**src/rtl/pkt_pkg.sv**
```systemverilog
// Shared packet-link types and widths for the arbiter and its round-robin picker.
package pkt_pkg;

    localparam int DEST_W    = 2;
    localparam int TYPE_W    = 2;
    localparam int PAYLOAD_W = 8;

    typedef enum logic [1:0] {
        DATA     = 2'd0,
        CONTROL  = 2'd1,
        RESPONSE = 2'd2,
        RESERVED = 2'd3
    } packet_type_t;

    typedef enum logic {
        IDLE   = 1'b0,
        LOCKED = 1'b1
    } arb_state_t;

    // Modulo-n addition for operands already below n; keeps wrap at n, not 2^width.
    function automatic int unsigned wrap_add(input int unsigned base, input int unsigned off,
                                             input int unsigned n);
        int unsigned s;
        s = base + off;
        return (s >= n) ? s - n : s;
    endfunction

endpackage

```
**src/rtl/rr_select.sv**
```systemverilog
// Combinational round-robin pick: first asserted request at or after ptr, wrapping at NUM_SRC.
module rr_select
    import pkt_pkg::*;
#(
    parameter int NUM_SRC = 4,
    parameter int SRC_W   = $clog2(NUM_SRC)
) (
    input  logic [NUM_SRC-1:0] req,
    input  logic [SRC_W-1:0]   ptr,
    output logic [SRC_W-1:0]   gnt_idx,
    output logic               gnt_any
);

    logic [SRC_W-1:0] cand_idx [NUM_SRC];
    logic             cand_req [NUM_SRC];

    generate
        for (genvar gi = 0; gi < NUM_SRC; gi++) begin : g_cand
            assign cand_idx[gi] = SRC_W'(wrap_add(32'(ptr), gi, NUM_SRC));
            assign cand_req[gi] = req[cand_idx[gi]];
        end
    endgenerate

    // Scan from the farthest offset down so the nearest requester overwrites last.
    always_comb begin
        gnt_any = 1'b0;
        gnt_idx = '0;
        for (int k = NUM_SRC - 1; k >= 0; k--) begin
            if (cand_req[k]) begin
                gnt_any = 1'b1;
                gnt_idx = cand_idx[k];
            end
        end
    end

endmodule

```
**src/rtl/packet_arbiter.sv**
```systemverilog
// Packet-granular round-robin arbiter sharing one downstream link among NUM_SRC sources,
// with a per-packet beat limit that forces release and flags a one-cycle timeout.
module packet_arbiter
    import pkt_pkg::*;
#(
    parameter int NUM_SRC   = 4,
    parameter int MAX_BEATS = 16,
    parameter int SRC_W     = $clog2(NUM_SRC)
) (
    input  logic                          clk,
    input  logic                          reset,
    input  logic                          en,
    input  logic [NUM_SRC-1:0]            in_valid,
    output logic [NUM_SRC-1:0]            in_ready,
    input  logic [DEST_W*NUM_SRC-1:0]     in_dest,
    input  logic [TYPE_W*NUM_SRC-1:0]     in_type,
    input  logic [PAYLOAD_W*NUM_SRC-1:0]  in_payload,
    input  logic [NUM_SRC-1:0]            in_eop,
    output logic                          out_valid,
    input  logic                          out_ready,
    output logic [DEST_W-1:0]             out_dest,
    output logic [TYPE_W-1:0]             out_type,
    output logic [PAYLOAD_W-1:0]          out_payload,
    output logic                          out_eop,
    output logic [SRC_W-1:0]              grant_id,
    output logic                          busy,
    output logic                          timeout_err
);

    localparam logic [7:0] MAX_CNT = 8'(MAX_BEATS);

    arb_state_t             state_reg;
    logic [SRC_W-1:0]       rr_ptr_reg;
    logic [SRC_W-1:0]       grant_id_reg;
    logic [7:0]             beat_cnt_reg;
    logic                   timeout_err_reg;

    logic [DEST_W-1:0]      dest_arr    [NUM_SRC];
    packet_type_t           type_arr    [NUM_SRC];
    logic [PAYLOAD_W-1:0]   payload_arr [NUM_SRC];

    logic                   gnt_any;
    logic [SRC_W-1:0]       gnt_idx;
    logic                   locked;
    logic                   xfer;
    logic [SRC_W-1:0]       next_ptr;

    generate
        for (genvar gi = 0; gi < NUM_SRC; gi++) begin : g_src
            assign dest_arr[gi]    = in_dest[gi*DEST_W +: DEST_W];
            assign type_arr[gi]    = packet_type_t'(in_type[gi*TYPE_W +: TYPE_W]);
            assign payload_arr[gi] = in_payload[gi*PAYLOAD_W +: PAYLOAD_W];
            assign in_ready[gi]    = locked && out_ready && (grant_id_reg == SRC_W'(gi));
        end
    endgenerate

    rr_select #(
        .NUM_SRC (NUM_SRC),
        .SRC_W   (SRC_W)
    ) u_rr_select (
        .req     (in_valid),
        .ptr     (rr_ptr_reg),
        .gnt_idx (gnt_idx),
        .gnt_any (gnt_any)
    );

    // Owner's beat passes straight through; fields read as zero while no packet is owned.
    assign locked      = (state_reg == LOCKED);
    assign out_valid   = locked && in_valid[grant_id_reg];
    assign out_dest    = locked ? dest_arr[grant_id_reg] : '0;
    assign out_type    = locked ? TYPE_W'(type_arr[grant_id_reg]) : '0;
    assign out_payload = locked ? payload_arr[grant_id_reg] : '0;
    assign out_eop     = locked && in_eop[grant_id_reg];
    assign xfer        = out_valid && out_ready;
    assign next_ptr    = SRC_W'(wrap_add(32'(grant_id_reg), 1, NUM_SRC));

    assign busy        = locked;
    assign grant_id    = grant_id_reg;
    assign timeout_err = timeout_err_reg;

    always_ff @(posedge clk or posedge reset) begin
        if (reset) begin
            state_reg       <= IDLE;
            rr_ptr_reg      <= '0;
            grant_id_reg    <= '0;
            beat_cnt_reg    <= '0;
            timeout_err_reg <= 1'b0;
        end else begin
            timeout_err_reg <= 1'b0;
            case (state_reg)
                IDLE: begin
                    if (en && gnt_any) begin
                        grant_id_reg <= gnt_idx;
                        beat_cnt_reg <= '0;
                        state_reg    <= LOCKED;
                    end
                end
                LOCKED: begin
                    if (xfer) begin
                        if (out_eop) begin
                            state_reg    <= IDLE;
                            rr_ptr_reg   <= next_ptr;
                            beat_cnt_reg <= '0;
                        end else if (beat_cnt_reg + 8'd1 == MAX_CNT) begin
                            // Limit reached without eop: the rest of the packet re-arbitrates.
                            state_reg       <= IDLE;
                            rr_ptr_reg      <= next_ptr;
                            beat_cnt_reg    <= MAX_CNT;
                            timeout_err_reg <= 1'b1;
                        end else begin
                            beat_cnt_reg <= beat_cnt_reg + 8'd1;
                        end
                    end
                end
                default: state_reg <= IDLE;
            endcase
        end
    end

endmodule
```
**config.mk**
```make
export PLATFORM = sky130hd
export DESIGN_NAME = packet_arbiter
export DESIGN_NICKNAME = d
export VERILOG_FILES = /design/src/rtl/pkt_pkg.sv /design/src/rtl/rr_select.sv /design/src/rtl/packet_arbiter.sv
export SDC_FILE = /design/constraint.sdc
export NUM_CORES = 1
export LEC_CHECK = 0
export BUFFER_PORTS_ARGS = -buffer_cell sky130_fd_sc_hd__buf_2
export CORE_UTILIZATION = 39
export CTS_CLUSTER_SIZE = 28
export DETAILED_ROUTE_END_ITERATION = 12
export PLACE_DENSITY = 0.76
export SKIP_CTS_REPAIR_TIMING = 1
export SYNTH_ARGS = -nofsm -noshare
export SYNTH_HDL_FRONTEND = slang
export SYNTH_SLANG_ARGS = --single-unit
```
**constraint.sdc**
```tcl
create_clock -name clk -period 1.8 [get_ports clk]
set_input_delay 0.36 -clock clk [delete_from_list [all_inputs] [get_ports clk]]
set_output_delay 0.36 -clock clk [all_outputs]
set_load 0.05 [all_outputs]
```
==> results by group <==
Placed design
  – Place WS: -0.02186 ns
  – Placed insts: 274
  – Final GP Congestion: 0.7584
  – Port bufs: between 80 and 90
  – HPWL Detailed: approximately 3000 µm

Route
  – Via count: 1,471
  – Met3 routed WL: between 150 and 200 µm
  – Met1 wire length: between 1500 and 2000 µm
  – Uppermost layer routed: met4
  – Post-Route WL: roughly 4500 µm
  – 1st-iter DRT viols: 62
  – DRT Pass-1 Iters: 4
  – Post-route ant nets: 0
  – Met2 wire length: 2440 µm
  – WL per Instance: 16.05 µm
  – Via/cell ratio: roughly 5.3
  – DRC: 0

Layout
  – Final core occ: between 70 and 80%
  – Cell Count, Final, Fillers Out: around 280
  – Max FFs per register: 8
  – Final-stage net count: around 300
  – Layout cells sized above 1: between 60 and 70%
  – Multi-input gate area: 1012 µm²
  – FILL cells: 234
  – Area growth, synth to finish: 68.77%
  – Reg area: 354.1 µm²
  – ANT cells: 0

STA
  – Period minus WS final: approximately 2.1 ns
  – Unrepaired setup endpoints after global routing: yes
  – TNS Setup: -5.278 ns
  – Final Skew: about 0.0084 ns
  – Final hold vios: 0
  – Final period util: 118.3%
  – Max-slew violations: 0
  – Fin worst setup slack: -0.3291 ns
  – Hold slack: 0.09551 ns
  – Worst-margin pin slew: between 0.5 and 0.6 ns
  – Peak Freq: 469.7 MHz
  – Final Setup Violations: 26
  – Relative slew slack: 63.89%

Critical path
  – Crit-path max cell delay: about 0.49 ns
  – Worst setup path class: flop to output pin
  – CP delay by family, top: flip-flops
  – Critical Path RT: 1.44 ns
  – CP Data Arrival Time: approximately 1.8 ns
  – CP bufs+invs: 2
  – Worst path slowest cell: dfrtp_2
  – Worst path cell trace: clkbuf_16 > mux4_2 > and2_4 > buf_8
  – Reg2Reg Depth: 4
  – Crit Path Max Fanout: 6
  – CP Capture Type: output pin
  – R2r setup slk: -0.08 ns
  – Worst Setup Start Kind: flop
  – Crit path depth: 4

Synth
  – Syn avg cell area: 10.20 µm²
  – Most common cell in the synthesized netlist: and2_1
  – Synth top area cells: dfrtp_1 (26%), mux4_2 (22%), and2_1 (7.0%)
  – Synth Flop Type: dfrtp_1
  – Yosys warning total: 0
  – Post-Syn Area: 1346 µm²
  – Post-synth top area share: 26.02%
  – Distinct cells, synth: 37
  – Sequential share of the synthesized area: about a quarter
  – Post-synthesis cell count: ~130
  – Asr flop ratio synth: 100.0%
  – Syn Nets: 197
  – Flop and latch count out of synthesis: 14
  – Post-synth EDFFs: 0
  – Synth cell count leaders: and2_1 (15), dfrtp_1 (14), mux4_2 (13), o21ai_0 (10)
  – Post-synth top area cell: dfrtp_1

Global routing
  – Largest net degree at the start of global routing: 15
  – Antenna violations before repair: 0
  – GRT Total Usage: 19.47%
  – First-pass GRT wire length: ~5300 µm
  – Number of global-route vias before repair: 1,191
  – Gr ovfl total: 0

Die
  – Starting Density: about 43%
  – Full die area: 3691 µm²
  – # rows: 20
  – Top Ports: between 80 and 90
  – Die width: 60.76 µm
  – Die Ht: a little over 60 µm
  – Core ar.: 3153 µm²

Clocking
  – Sink Count: 14
  – CTS Root Cell: clkbuf_4
  – TritonCTS clock tree: done
  – H-tree Lvls: 1
  – Skew-Pair Late Insertion Delay: around 0.29 ns
  – CTS Buffer Depth: 2
  – Clock Pin Slew Worst Setup and Hold Paths: around 0.09 ns
  – Number of buffers created by CTS: 3

Job
  – Max-cap violations: 0

Pwr
  – VDD IR max: 0.9783 mV
  – Lkg Pwr: roughly 0.0011 µW
  – Power density over cell area: 1674 nW/µm²

Outcome
  – Outcome: complete, but fails checks
  – Violated checks: negative setup slack

Worst hold path
  – Hold Crit Class: input port to async pin
[cell families (layout without fill, tap and decap cells)]
logic type               Yosys count  in the layout  share of synthesized area [%]
multiplexers                      18             18                          27.04
XOR/XNOR                           1              1                         0.6507
buffers and inverters             15            118                          5.576
flip-flops                        14             14                          26.02
AND/OR/NAND/NOR                   50             50                          21.66
adder cells (fa/ha/maj)            5              5                          4.647
AO/OA/AOI/OAI                     29             29                          14.41
[worst register-to-register path, delay by kind of cell, from the launching register on]
family | cells | cell delay (ns)
AOI/OAI and AO/OA | 1 | 0.19
buffers and inverters | 1 | 0.22
muxes | 1 | 0.57
and+or+nand+nor | 1 | 0.31
DFF | 1 | 0.49
[worst paths after layout]
kind                                 start               to
max                            grant_id[0]      out_type[0]
min                                  reset    rr_ptr_reg[1]
max reg2reg                    grant_id[0]  beat_cnt_reg[7]
min reg2reg                beat_cnt_reg[7]  beat_cnt_reg[7]
max in group asynchronous            reset      grant_id[1]
min in group clk           beat_cnt_reg[7]  beat_cnt_reg[7]
[power breakdown]
group	total, µW	switching [µW]	internal (µW)	leakage (µW)
registers	513	124	390	0.000180
clock network	232	109	123	0.0000210
logic	3060	1620	1440	0.000912
[cell type report]
| type | count | share of cell area (%) |
|---|---|---|
| Clock buffer | 4 | 1.597 |
| Inverter | 7 | 1.156 |
| Multi-Input combinational cell | 103 | 44.55 |
| Sequential cell | 14 | 15.58 |
| Tap cell | 44 | 2.423 |
| Timing Repair Buffer | 107 | 34.69 |
[stage by stage]
stage / cell area (µm²) / total power (µW)
final: 2272 / 3804
after detailed placement: 2021 / 2982
after CTS: 2057 / 3224
after global routing: 2272 / 3991
after global placement: 2021 / 2942
after floorplan: 1419 / 2397
[placed cells by master (no fill, tap or decap), types with 2 or more instances in the layout]
cell type / n
buf_2: 63
buf_4: 23
mux4_2: 13
and2_4: 13
dfrtp_1: 11
buf_8: 11
buf_6: 8
inv_1: 6
nand2_1: 6
o21ai_2: 5
a21oi_1: 5
ha_1: 5
and3_4: 4
and3_1: 4
nand2b_1: 4
nor2_2: 3
o21ai_1: 3
or3_1: 3
mux2i_1: 3
o21ai_0: 3
dfrtp_2: 3
clkbuf_4: 3
a21oi_2: 2
a21o_1: 2
nand4_1: 2
nor2_1: 2
[routing by layer]
| layer | track usage (%) | vias up |
|---|---|---|
| met1 | 26.62 | 704 |
| met3 | 2.772 | 11 |
| met5 | 0 | - |
| met4 | 3.896 | 0 |
| met2 | 33.12 | 53 |
| li1 | - | 703 |
Note: power is estimated with default switching activity, not from simulation.
